File: src/rtl/booth_seq_mult.sv
// Sequential radix-4 Booth multiplier: unsigned 8-bit activation x signed 8-bit weight,
// one Booth digit per cycle through a single time-shared boothEncoding slice.

module boothEncoding (
    input  logic [8:0] a,
    input  logic [2:0] encoding,
    output logic [9:0] pp
);
    always_comb begin
        pp = '0;
        unique case (encoding)
            3'b001, 3'b010: pp = {1'b0, a};
            3'b011:         pp = {a, 1'b0};
            3'b100:         pp = -{a, 1'b0};
            3'b101, 3'b110: pp = -{1'b0, a};
            default:        pp = '0;
        endcase
    end
endmodule

module booth_seq_mult #(
    parameter int unsigned SKIP_ZERO = 0
) (
    input  logic        clk,
    input  logic        rst_n,
    input  logic        in_valid,
    output logic        in_ready,
    input  logic [7:0]  in_a,
    input  logic [7:0]  in_b,
    output logic        out_valid,
    input  logic        out_ready,
    output logic [15:0] out_p
);
    typedef enum logic [1:0] {IDLE, CALC, DONE} state_t;

    state_t      state, state_nxt;
    logic [7:0]  a_reg, b_reg;
    logic [15:0] acc;
    logic [1:0]  idx;

    logic [8:0]  b_ext;
    logic [2:0]  digit;
    logic [9:0]  pp;
    logic [15:0] addend;
    logic [7:0]  rest;
    logic        skip_hit;

    // b_ext carries the implicit b[-1] = 0 below bit 0
    assign b_ext  = {b_reg, 1'b0};
    assign digit  = b_ext[{idx, 1'b0} +: 3];
    assign addend = {{6{pp[9]}}, pp} << {idx, 1'b0};

    // Remaining digits are all zero iff b_reg[7:2*idx+1] is all-equal, i.e. the
    // arithmetic shift leaves only sign copies.
    assign rest     = 8'($signed(b_reg) >>> {idx, 1'b1});
    assign skip_hit = (SKIP_ZERO != 0) && ((rest == '0) || (rest == '1));

    boothEncoding u_enc (
        .a        ({1'b0, a_reg}),
        .encoding (digit),
        .pp       (pp)
    );

    always_ff @(posedge clk) begin
        if (!rst_n) state <= IDLE;
        else        state <= state_nxt;
    end

    always_comb begin
        state_nxt = state;
        unique case (state)
            IDLE:    if (in_valid) state_nxt = CALC;
            CALC:    if (idx == 2'd3 || skip_hit) state_nxt = DONE;
            DONE:    if (out_ready) state_nxt = IDLE;
            default: state_nxt = IDLE;
        endcase
    end

    always_ff @(posedge clk) begin
        if (!rst_n) begin
            a_reg <= '0;
            b_reg <= '0;
            acc   <= '0;
            idx   <= '0;
        end else begin
            unique case (state)
                IDLE: if (in_valid) begin
                    a_reg <= in_a;
                    b_reg <= in_b;
                    acc   <= '0;
                    idx   <= '0;
                end
                CALC: begin
                    acc <= acc + addend;
                    idx <= idx + 2'd1;
                end
                default: ;
            endcase
        end
    end

    assign in_ready  = rst_n && (state == IDLE);
    assign out_valid = (state == DONE);
    assign out_p     = acc;
endmodule
File: config.mk
export PLATFORM = sky130hd
export DESIGN_NAME = booth_seq_mult
export DESIGN_NICKNAME = d
export VERILOG_FILES = /design/src/rtl/booth_seq_mult.sv
export SDC_FILE = /design/constraint.sdc
export NUM_CORES = 1
export LEC_CHECK = 0
export CAP_MARGIN = 20
export CORE_ASPECT_RATIO = 1.2
export CORE_MARGIN = 2
export CORE_UTILIZATION = 59
export DETAILED_ROUTE_END_ITERATION = 7
export PLACE_DENSITY = 0.87
export SLEW_MARGIN = 10
export SYNTH_ARGS = -nofsm -noshare
export SYNTH_HDL_FRONTEND = slang
export SYNTH_SLANG_ARGS = --single-unit
File: constraint.sdc
create_clock -name clk -period 9.5 [get_ports clk]
set_clock_uncertainty 0.1 [all_clocks]
set_input_delay 2.375 -clock clk [delete_from_list [all_inputs] [get_ports clk]]
set_output_delay 2.375 -clock clk [all_outputs]
set_load 0.02 [all_outputs]
==> results of run 1 <==
path summary, 6_finish.rpt:
check	cells past startpoint	end	slack, ns
worst max-delay path	3	in_ready	2.77
worst min-delay path	2	b_reg[6]	0.38
worst max register to register	14	out_p[10]	4.21
worst min register to register	2	b_reg[6]	0.38
cell type report:
cell class              count  share of cell area [%]
inverters                  12                   1.375
flip-flops and latches     36                   21.99
repair buffers             37                   11.30
clock buffers               7                   2.635
multi-input cells         301                   60.25
well taps                  58                   2.215
clock inverters             1                  0.2291
worst min-delay path, cell delays in order (launching register included):
cell and delay [ns]:
dfxtp_1 0.31, nand2_1 0.05, a21boi_0 0.07
logic make-up (layout without fill, tap and decap cells):
group,Yosys count,after routing
buf+inv,34,57
mux,13,13
flops,36,36
simple gates,140,140
fa+ha+maj,19,19
xor+xnor,19,19
compound gates,110,110
synth_stat cells, types with 2 or more instances:
| library cell | n | area [um^2] |
|---|---|---|
| a211oi_1 | 3 | 22.52 |
| a31oi_1 | 4 | 25.02 |
| xnor2_1 | 12 | 105.1 |
| nor3b_1 | 2 | 15.01 |
| nand2b_1 | 6 | 37.54 |
| nand2_1 | 57 | 214.0 |
| a22oi_1 | 3 | 22.52 |
| ha_1 | 18 | 225.2 |
| or4_1 | 2 | 15.01 |
| o41ai_1 | 2 | 17.52 |
| buf_2 | 3 | 15.01 |
| clkbuf_1 | 16 | 60.06 |
| a21o_1 | 5 | 37.54 |
| nor2_1 | 19 | 71.32 |
| xor2_1 | 7 | 61.31 |
| nand3b_1 | 3 | 22.52 |
| dfxtp_1 | 36 | 720.7 |
| o21ai_0 | 40 | 200.2 |
| and2_1 | 11 | 68.82 |
| a21oi_1 | 14 | 70.07 |
| a221oi_1 | 2 | 17.52 |
| buf_6 | 2 | 22.52 |
| mux4_2 | 2 | 45.04 |
| a21boi_0 | 20 | 150.1 |
| nor2b_1 | 7 | 43.79 |
| and3_1 | 6 | 37.54 |
| mux2_2 | 3 | 33.78 |
| mux2i_1 | 8 | 80.08 |
| o21a_1 | 5 | 37.54 |
| nand3_1 | 13 | 65.06 |
| nor3_1 | 5 | 25.02 |
| inv_1 | 11 | 41.29 |
| nor4_1 | 2 | 12.51 |
power by group:
| group | internal [mW] | switching (mW) | leakage [nW] |
|---|---|---|---|
| combinational | 0.0485 | 0.0591 | 0.960 |
| sequential | 0.158 | 0.0113 | 0.293 |
| clock | 0.0590 | 0.0563 | 0.0445 |
stage by stage:
| stage | setup WS [ns] | cell area (um^2) | util [%] | std cells | hold WS [ns] |
|---|---|---|---|---|---|
| after floorplan | 3.980 | 2841 | - | 371 | 0.3403 |
| after global placement | 2.760 | 3183 | 68.78 | 444 | 0.3558 |
| after detailed placement | 2.750 | 3183 | 68.78 | 444 | 0.3704 |
| after CTS | 2.748 | 3277 | 70.80 | 452 | 0.3807 |
| after global routing | 2.592 | 3277 | 70.80 | 452 | 0.4009 |
| final | 2.774 | 3277 | 70.80 | 452 | 0.3762 |
routing by layer:
metal	GRT usage, %	vias to the layer above
li1	-	1362
met1	34.32	1280
met2	46.24	51
met3	3.667	9
met4	7.755	0
met5	0	-
==> out/metrics.sh, run 1 <==
GRT_ANTENNA_BEFORE_REPAIR=0
FILLERINSTANCES=390
SYN2LAYOUT_AREA_GROWTH_PCT=15.32
ANT_NETS=0
CRITICAL_PATH.ENDPOINT_TYPE='output port'
CPLARGESTDELAYFAMILY='buffers and inverters'
ROUTED-VIA-COUNT=2702
INITIAL_UTILIZATION_PCT=61.39
AVGROUTEDWIREPERCELL_UM=14.76
TIMING.HOLD.WORST.START='b_reg[6]'
YOSYS_MOST_USED_DFF='dfxtp_1'
SYNTH-SIMPLE-AREA-SHARE_PCT=24.48
PLACEMENT.IO_BUFFERS=37
CP_NUM_BUF_INV=2
FIRST_GLOBAL_VIAS=2496
TIMING.MAX_SLEW.REL_SLACK_PCT=38.81
FINAL_PERIOD_MINUS_WORST_SETUP_SLACK_NS=6.726
CELLS_ALONG_THE_CRITICAL_PATH='clkdlybuf4s50_1, and2_1, clkdlybuf4s50_1'
CRITICAL_PATH_PEAK_FANOUT=32
DIEHEIGHT_UM=80.02
LAYOUT.CELLS.MOST_COMMON='nand2_1'
SETUP_VIOLATIONS=0
POST_ROUTE_CELLS_DRIVE_ABOVE_1_SHARE_PCT=4.569
YOSYSUNIQUECELLTYPES=55
POST-DP-HPWL_UM=4774
FIN_SETUP_TNS_NS=0
TIMING.SETUP.CRITICAL_PATH_CLASS='input port to output port'
CRIT-REG2REG-LAUNCH='idx[0]'
DIE-AREA_UM2=5389
WIRE_LENGTH_ON_MET3_UM=175
CTS_HOLD_REPAIR.BUFFERS=0
ROUTABILITYCONGESTION=0.8704
DESIGN_POWER_TOTAL_mW=0.3925
YOSYS_REGISTER_BITS=36
GLOBALROUTEOVERFLOWTOTAL=0
TRITONCTS.NUM_BUFFERS=5
MAXIMUM_CLOCK_PATH_BUFFER_COUNT=2
SETUP.WORST_PATH.START_CLASS='input port'
YOSYS_WARNINGS=0
CTS.REPAIR.RESIZED=0
MAX_CAP_VIOL_COUNT=0
WORST_EP_ARRIVAL_TIME_NS=4.25
LARGEST_REGISTER_FF_COUNT=16
ROUTE.TOP_LAYER_USED='met4'
CRITICAL_PATH.SLOWEST_CELL='clkdlybuf4s50_1'
POST_SYNTH_INSTANCE_AREA_UM2=2841
NETLIST_INSTANCES=371
TOP_LEVEL_PORTS=38
IR_DROP_mV=0.08527
FINAL-HOLD-VIOLATION-COUNT=0
POSTSYNTH.ASYNCRESETSHARE_PCT=0
XOR_XNOR_SHARE_OF_THE_SYNTHESIZED_AREA_PCT=5.856
SYNTHESIS.AREA_PER_INSTANCE_UM2=7.659
WORST_SETUP_HOLD_PATH_CLK_SLEW_NS=0.07
SYNTH-COMPOUND-AREA-SHARE_PCT=24.92
FMAX_MHz=148.7
MULTI_INPUT_COMBINATIONAL_CELL_AREA_UM2=1974
GLOBALROUTETOTALUTIL_PCT=26.84
VIAS_PER_STD_CELL=5.978
CRITICAL_PATH.STARTPOINT='rst_n'
CTS_SETUP_BUFFERS=0
REPORT.FINAL.SLEW_VIOL_COUNT=0
POWER-PER-CELL-AREA_nW_PER_UM2=119.8
RUN_STATUS='finished, final reports clean'
WL_UM=6670
SYNTH_TOP_FAMILY_BY_AREA='compound AO/OA/AOI/OAI gates'
HTREEDEPTH=2
MET2WIRELENGTH_UM=3350
CLOCK_LATENCY_OF_THE_LATER_CLOCKED_REGISTER_IN_THE_WORST_SKEW_PAIR_NS=0.28
SYN_NETS=410
PLACEABLECOREAREA_UM2=4628
WORST-ENDPOINT-REQUIRED_NS=7.03
SYNTH_SEQ_AREA_SHARE_PCT=25.36
COMMONEST_NON_FILL_NON_TAP_CELLS_IN_THE_LAYOUT='57 x nand2_1, 40 x o21ai_0, 37 x clkdlybuf4s50_1, 36 x dfxtp_1, 20 x a21boi_0'
CLOCK_TREE_FROM_TRITONCTS='yes'
CLOCKROOTBUFFER='clkbuf_8'
TIMING.CRITICAL_PATH.MODE_CELL='clkdlybuf4s50_1'
MAXIMUM_NUMBER_OF_PINS_ON_ONE_NET_BEFORE_GLOBAL_ROUTE_REPAIR=33
WIRE_LENGTH_OF_THE_FIRST_GLOBAL_ROUTING_PASS_UM=11210
CTS_NUM_SINKS=36
REGAREA_UM2=720.7
SYNTH-ADDER-AREA-SHARE_PCT=8.631
DR.PASS1.ITERS=4
FINALCRITPERIODSHARE_PCT=70.80
WORST_PIN_SLEW_NS=0.9060
DIODES=0
DRT_FIRST_ITER_VIOLATIONS=189
WIRELENGTH_MET1_UM=3043
WORSTHOLDPATHTYPE='flop to flop'
RSZ_0062_RAISED_AFTER_GLOBAL_ROUTING='false'
SYNTH_EDF_COUNT=0
CPPEAKSTAGEDELAY_NS=1.04
DRC_VIOLATIONS_LEFT=0
FLOORPLAN.ROWS=27
P_LEAK_nW=1.298
FP.DIEW_UM=67.35
FINISH.NET_COUNT=432
SYNTH.AREA.MUX_SHARE_PCT=5.592
No activity file was read; power rests on OpenSTA's default activity.
==> inputs of run 2 (changes only) <==
--- a/config.mk
+++ b/config.mk
@@ -8,9 +8,9 @@
 export CAP_MARGIN = 20
 export CORE_ASPECT_RATIO = 1.2
 export CORE_MARGIN = 2
-export CORE_UTILIZATION = 59
+export CORE_UTILIZATION = 50
 export DETAILED_ROUTE_END_ITERATION = 7
-export PLACE_DENSITY = 0.87
+export PLACE_DENSITY = 0.78
 export SLEW_MARGIN = 10
 export SYNTH_ARGS = -nofsm -noshare
 export SYNTH_HDL_FRONTEND = slang
==> constraint.sdc (replaced) <==
create_clock -name clk -period 5.8 [get_ports clk]
set_clock_uncertainty 0.1 [all_clocks]
set_input_delay 1.45 -clock clk [delete_from_list [all_inputs] [get_ports clk]]
set_output_delay 1.45 -clock clk [all_outputs]
set_load 0.02 [all_outputs]
==> run 2 against run 1 <==
Total power increased by 60%. Combinational power increased by 65%. Flip-flop and latch count unchanged. Highest routed layer unchanged.
==> out/metrics.sh, run 2 (synthesis results as in run 1) <==
FMAX_MHz=196.3
FLOORPLAN.ROWS=30  # +11%
DRT_FIRST_ITER_VIOLATIONS=157  # -17%
CTS.REPAIR.RESIZED=0  # unchanged
TOP_LEVEL_PORTS=38  # unchanged
DIODES=0  # unchanged
WORST-ENDPOINT-REQUIRED_NS=5.88  # -1.15 ns
SETUP_VIOLATIONS=0  # unchanged
GRT_ANTENNA_BEFORE_REPAIR=0  # unchanged
POST-DP-HPWL_UM=4901  # +2.7%
IR_DROP_mV=0.1582  # +85%
AVGROUTEDWIREPERCELL_UM=14.06  # -4.7%
DPL-INSTANCE-AREA_UM2=3213  # +0.94%
TIMING.MAX_SLEW.REL_SLACK_PCT=43.41  # +4.6 points
GLOBALROUTETOTALUTIL_PCT=21.99  # -4.9 points
FIN_SETUP_TNS_NS=0  # unchanged
WL_UM=6467  # -3.0%
DIE-AREA_UM2=6304  # +17%
FIN_WORST_HOLD_SLACK_NS=0.3694  # -0.006737 ns
FINAL_PERIOD_MINUS_WORST_SETUP_SLACK_NS=5.095
FINAL-HOLD-VIOLATION-COUNT=0  # unchanged
DIEHEIGHT_UM=86.58  # +8.2%
REPORT.FINAL.SLEW_VIOL_COUNT=0  # unchanged
CELLS_ALONG_THE_CRITICAL_PATH='clkinv_1, o21a_1, xor2_1, nor2_1, a221oi_1, a211oi_1, ha_1, nor2b_1, o21ai_0, a21oi_1, o41ai_1, o21ai_0, xnor2_1, o21ai_0'
RSZ_0062_RAISED_AFTER_GLOBAL_ROUTING='false'
WORST_EP_ARRIVAL_TIME_NS=5.17  # +0.92 ns
FINISH.NET_COUNT=435  # +0.69%
POST_ROUTE_CELLS_DRIVE_ABOVE_1_SHARE_PCT=5.051  # +0.48 points
DR.PASS1.ITERS=4  # unchanged
MULTI_INPUT_COMBINATIONAL_CELL_AREA_UM2=1974  # unchanged
FP.DIEW_UM=72.82  # +8.1%
CTS_NUM_SINKS=36  # unchanged
PLACEMENT.IO_BUFFERS=37  # unchanged
VIAS_PER_STD_CELL=5.822  # -2.6%
ROUTED-VIA-COUNT=2678  # -0.89%
MAX_CAP_VIOL_COUNT=0  # unchanged
ROUTABILITYCONGESTION=0.8905  # +2.3%
CTS_HOLD_REPAIR.BUFFERS=0  # unchanged
CTS_SETUP_BUFFERS=0  # unchanged
CRITICAL_PATH.ENDPOINT_TYPE='flop'
GLOBALROUTEOVERFLOWTOTAL=0  # unchanged
TRITONCTS.NUM_BUFFERS=5  # unchanged
CPPEAKSTAGEDELAY_NS=0.76  # -0.28 ns
MAXIMUM_CLOCK_PATH_BUFFER_COUNT=2  # unchanged
UTILIZATION_PCT=59.23  # -12 points
SYN2LAYOUT_AREA_GROWTH_PCT=15.81
DRC_VIOLATIONS_LEFT=0  # unchanged
RUN_STATUS='finished, final reports clean'
WORST_PIN_SLEW_NS=0.8379  # -0.06810 ns
CRITICAL_PATH.SLOWEST_CELL='o41ai_1'
CRITICAL_PATH_PEAK_FANOUT=20  # -38%
CLOCK_TREE_FROM_TRITONCTS='yes'
MAXIMUM_NUMBER_OF_PINS_ON_ONE_NET_BEFORE_GLOBAL_ROUTE_REPAIR=33  # unchanged
WORSTHOLDPATHTYPE='flop to flop'
FIRST_GLOBAL_VIAS=2629  # +5.3%
CLOCK_LATENCY_OF_THE_LATER_CLOCKED_REGISTER_IN_THE_WORST_SKEW_PAIR_NS=0.30  # +0.02 ns
PLACEABLECOREAREA_UM2=5555  # +20%
LARGEST_REGISTER_FF_COUNT=16  # unchanged
FINALCRITPERIODSHARE_PCT=87.85
WIRE_LENGTH_OF_THE_FIRST_GLOBAL_ROUTING_PASS_UM=11180  # -0.30%
ANT_NETS=0  # unchanged
CLOCKROOTBUFFER='clkbuf_8'
TIMING.SETUP.CRITICAL_PATH_CLASS='flop to flop'
TIMING.CRITICAL_PATH.MODE_CELL='o21ai_0'
COMMONEST_NON_FILL_NON_TAP_CELLS_IN_THE_LAYOUT='57 x nand2_1, 40 x o21ai_0, 37 x clkdlybuf4s50_1, 36 x dfxtp_1, 20 x a21boi_0'
SETUP.WORST_PATH.START_CLASS='flop'
P_LEAK_nW=1.310  # +0.88%
HTREEDEPTH=2  # unchanged
INITIAL_UTILIZATION_PCT=51.15  # -10 points
WORST_SETUP_HOLD_PATH_CLK_SLEW_NS=0.07  # about the same
DESIGN_POWER_TOTAL_mW=0.6272  # +60%
LAYOUT.CELLS.MOST_COMMON='nand2_1'
FINISH.INSTANCE_AREA_UM2=3291  # +0.42%
FILLERINSTANCES=525  # +35%
POWER-PER-CELL-AREA_nW_PER_UM2=190.6  # +59%
REGAREA_UM2=720.7  # unchanged
## run 2: power by group
group          total [mW]  switching [mW]  internal, mW
Clock               0.173          0.0915        0.0817
Combinational       0.178          0.0972        0.0805
Sequential          0.276          0.0169         0.259
Total               0.627           0.206         0.422
## run 2: area by class of cell
type | count | share of cell area [%]
multi-input combinational | 301 | 60.00
sequential | 36 | 21.90
timing repair buffer | 40 | 11.94
tap | 64 | 2.433
clock buffer | 6 | 2.205
inverter | 12 | 1.369
clock inverter | 1 | 0.1521
## run 2: path summary, 6_finish.rpt
path | from | endpoint | slack (ns) | depth (start not counted)
setup reg to reg | idx[0] | out_p[14] | 0.70 | 14
hold reg to reg | b_reg[7] | b_reg[7] | 0.37 | 2
hold / removal | b_reg[7] | b_reg[7] | 0.37 | 2
setup / recovery | idx[0] | out_p[14] | 0.70 | 14
## run 2: stage by stage
| step | worst slack [ns] | cells |
|---|---|---|
| after floorplan | 1.905 | 371 |
| after global placement | 0.9897 | 453 |
| after detailed placement | 0.7996 | 453 |
| after CTS | 0.7503 | 460 |
| after global routing | 0.2248 | 460 |
| final | 0.7046 | 460 |
## run 2: worst max-delay path: cells and delay by family (launching register included)
| kind | cells | cell delay [ns] |
|---|---|---|
| flops | 1 | 0.74 |
| compound gates | 8 | 2.45 |
| simple gates | 2 | 0.26 |
| xor+xnor | 2 | 0.62 |
| fa+ha+maj | 1 | 0.34 |
| buf+inv | 1 | 0.45 |
## run 2: metal layers
metal | wire length, um | GRT usage, % | share of wire (%) | vias up
li1 | - | - | - | 1364
met1 | 2812 | 25.76 | 43 | 1247
met2 | 3276 | 39.92 | 51 | 54
met3 | 235 | 3.023 | 3.6 | 13
met4 | 144 | 8.418 | 2.2 | 0
met5 | 0 | 0 | 0 | -
==> inputs of run 3 (changes only) <==
--- a/config.mk
+++ b/config.mk
@@ -5,12 +5,13 @@
 export SDC_FILE = /design/constraint.sdc
 export NUM_CORES = 1
 export LEC_CHECK = 0
+export ABC_AREA = 1
 export CAP_MARGIN = 20
 export CORE_ASPECT_RATIO = 1.2
 export CORE_MARGIN = 2
-export CORE_UTILIZATION = 50
+export CORE_UTILIZATION = 51
 export DETAILED_ROUTE_END_ITERATION = 7
-export PLACE_DENSITY = 0.78
+export PLACE_DENSITY = 0.79
 export SLEW_MARGIN = 10
 export SYNTH_ARGS = -nofsm -noshare
 export SYNTH_HDL_FRONTEND = slang
==> run 3 against run 2 <==
Final area rose by 5.2%. Flip-flop and latch count did not move. Fmax fell by 0.67%. Synthesized cell count grew 21%. Register-to-register slack improved by 1.2 ns.
==> out/metrics.sh, run 3 <==
RUN_STATUS='finished, final reports clean'
IR_DROP_mV=0.1412  # -11%
DIEHEIGHT_UM=87.34  # +0.87%
MAX_CAP_VIOL_COUNT=0  # unchanged
SYNTH_SEQ_AREA_SHARE_PCT=24.42  # -0.95 points
SYNTH_LARGEST_TYPE_AREA_FRACTION_PCT=24.42  # -0.95 points
ROUTABILITYCONGESTION=0.8835  # -0.79%
COMMONEST_NON_FILL_NON_TAP_CELLS_IN_THE_LAYOUT='102 x nand2_1, 47 x a21oi_1, 39 x inv_1, 37 x nor2_1, 37 x clkdlybuf4s50_1'
VIAS_PER_STD_CELL=5.470  # -6.0%
POST_SYNTH_INSTANCE_AREA_UM2=2952  # +3.9%
TRITONCTS.NUM_BUFFERS=5  # unchanged
SYNTHTOPCELLSBYAREA='dfxtp_1 24%, nand2_1 13%, a21oi_1 8.0%'
POWER-PER-CELL-AREA_nW_PER_UM2=249.8  # +31%
GR-USAGE-MET3_PCT=3.241  # +0.22 points
RSZ_0062_RAISED_AFTER_GLOBAL_ROUTING='false'
YOSYSUNIQUECELLTYPES=42  # -24%
TIMING.MAX_SLEW.REL_SLACK_PCT=37.25  # -6.2 points
SYNTH_EDF_COUNT=0  # unchanged
FP.DIEW_UM=73.45  # +0.87%
FF2FF_SETUP_SLACK_NS=1.89  # +1.19 ns
YOSYS_MOST_USED_DFF='dfxtp_1'
SYNTHESIS.AREA_PER_INSTANCE_UM2=6.588  # -14%
GLOBALROUTEOVERFLOWTOTAL=0  # unchanged
SETUP.WORST_PATH.START_CLASS='input port'
GLOBALROUTETOTALUTIL_PCT=22.86  # +0.88 points
DRT_FIRST_ITER_VIOLATIONS=151  # -3.8%
WIRE_LENGTH_OF_THE_FIRST_GLOBAL_ROUTING_PASS_UM=11830  # +5.8%
DRC_VIOLATIONS_LEFT=0  # unchanged
WORSTHOLDPATHTYPE='flop to flop'
FINALCRITPERIODSHARE_PCT=88.45  # +0.59 points
TOP_USAGE_LAYER='met2'
DIE-AREA_UM2=6414  # +1.7%
FIN_WORST_HOLD_SLACK_NS=0.3914  # +0.02201 ns
FIN_SETUP_TNS_NS=0  # unchanged
SETUP_VIOLATIONS=0  # unchanged
WORST-ENDPOINT-REQUIRED_NS=4.25  # -1.63 ns
FIRST_GLOBAL_VIAS=2788  # +6.0%
FLOORPLAN.ROWS=30  # unchanged
WORST_EP_ARRIVAL_TIME_NS=3.58  # -1.59 ns
FMAX_MHz=194.9  # -0.67%
SYN2LAYOUT_AREA_GROWTH_PCT=17.30
LAYOUT.CELLS.MOST_COMMON='nand2_1'
FINAL_PERIOD_MINUS_WORST_SETUP_SLACK_NS=5.130  # +0.03441 ns
PLACED_CELLS=537  # +19%
POST-DP-HPWL_UM=5321  # +8.6%
MET1_USAGE_PCT=26.97  # +1.2 points
AVGROUTEDWIREPERCELL_UM=12.32  # -12%
CTS_SETUP_BUFFERS=0  # unchanged
PLACEMENT.IO_BUFFERS=37  # unchanged
POST_SYNTH_MOST_FREQUENT_CELLS='102 x nand2_1, 47 x a21oi_1, 39 x inv_1'
P_LEAK_nW=1.544  # +18%
CTS_HOLD_REPAIR.BUFFERS=0  # unchanged
ANT_NETS=0  # unchanged
CRITICAL_PATH.ENDPOINT_TYPE='output port'
MAXIMUM_CLOCK_PATH_BUFFER_COUNT=2  # unchanged
PLACEABLECOREAREA_UM2=5630  # +1.4%
FINISH.NET_COUNT=519  # +19%
YOSYS_REGISTER_BITS=36  # unchanged
WORST_SETUP_HOLD_PATH_CLK_SLEW_NS=0.08  # about the same
CLOCK_TREE_FROM_TRITONCTS='yes'
CRITICAL_PATH_PEAK_FANOUT=20  # unchanged
DR.PASS1.ITERS=4  # unchanged
FINAL-HOLD-VIOLATION-COUNT=0  # unchanged
YOSYS_WARNINGS=0  # unchanged
REPORT.FINAL.SLEW_VIOL_COUNT=0  # unchanged
HTREEDEPTH=2  # unchanged
YOSYSMOSTFREQUENTCELL='nand2_1'
POSTSYNTH.ASYNCRESETSHARE_PCT=0  # unchanged
DIODES=0  # unchanged
TOP_LEVEL_PORTS=38  # unchanged
MAXIMUM_NUMBER_OF_PINS_ON_ONE_NET_BEFORE_GLOBAL_ROUTE_REPAIR=28  # -15%
NETLIST_INSTANCES=448  # +21%
TIMING.SETUP.CRITICAL_PATH_CLASS='input port to output port'
LARGEST_REGISTER_FF_COUNT=16  # unchanged
CTS.REPAIR.RESIZED=0  # unchanged
WORST_PIN_SLEW_NS=0.9399  # +0.1020 ns
GLOBAL_ROUTE.USAGE.MET2_PCT=41.48  # +1.6 points
INITIAL_UTILIZATION_PCT=52.42  # +1.3 points
FILLERINSTANCES=542  # +3.2%
CTS_NUM_SINKS=36  # unchanged
SYN_NETS=487  # +19%
GRT_ANTENNA_BEFORE_REPAIR=0  # unchanged
CLOCKROOTBUFFER='clkbuf_8'
ROUTED-VIA-COUNT=2981  # +11%
CLOCK_LATENCY_OF_THE_LATER_CLOCKED_REGISTER_IN_THE_WORST_SKEW_PAIR_NS=0.29  # about the same
POST_ROUTE_CELLS_DRIVE_ABOVE_1_SHARE_PCT=11.02  # +6.0 points
FINAL-INSTANCE-COUNT-EXCL-FILL=545  # +18%
WL_UM=6715  # +3.8%
YOSYS.AREA.TOP_TYPE='dfxtp_1'
[run 3: path summary, 6_finish.rpt]
path / start / depth (start not counted) / to
hold / removal: out_p[13] / 2 / out_p[13]
setup reg to reg: idx[1] / 22 / out_p[14]
setup / recovery: rst_n / 4 / in_ready
hold reg to reg: out_p[13] / 2 / out_p[13]
[run 3: through the flow]
| step | cell area (um^2) | setup WS [ns] | total power [mW] | utilization (%) |
|---|---|---|---|---|
| 2_1_floorplan | 2952 | 2.121 | 0.5383 | - |
| 3_3_place_gp | 3336 | 0.7380 | 0.6098 | 59.24 |
| 3_5_place_dp | 3336 | 0.6673 | 0.6182 | 59.24 |
| 4_1_cts | 3462 | 0.6705 | 0.8676 | 61.49 |
| 5_1_grt | 3462 | 0.5115 | 0.9209 | 61.49 |
| 6_report | 3462 | 0.6702 | 0.8647 | 61.49 |
[run 3: worst max-delay path, stage by stage]
cell and delay (ns):
clkdlybuf4s50_1 0.75, inv_1 0.44, nor3_1 0.28, clkdlybuf4s50_1 0.65
[run 3: kinds of logic after synthesis]
group	Yosys count	synth area share, %
DFF	36	24.42
xor gates and xnor gates	5	1.484
buffers and inverters	58	8.351
adders and majority gates	19	8.309
AOI/OAI and AO/OA	97	18.02
and+or+nand+nor	233	39.42
[run 3: area by class of cell]
type	count	area [um^2]	share of cell area [%]
Timing Repair Buffer	37	370.4	10.70
Multi-Input combinational cell	354	1984	57.32
Clock inverter	1	30.03	0.8674
Sequential cell	36	720.7	20.82
Clock buffer	7	96.34	2.783
Tap cell	64	80.08	2.313
Inverter	46	180.2	5.204
[run 3: layer usage]
| layer | routed length [um] | vias up |
|---|---|---|
| met3 | 186 | 10 |
| met5 | 0 | - |
| met4 | 106 | 0 |
| met1 | 2897 | 1347 |
| met2 | 3524 | 52 |
| li1 | - | 1572 |
[run 3: power by group]
group,internal [mW],switching (mW)
clock,0.152,0.0982
combinational,0.124,0.203
sequential,0.267,0.0218
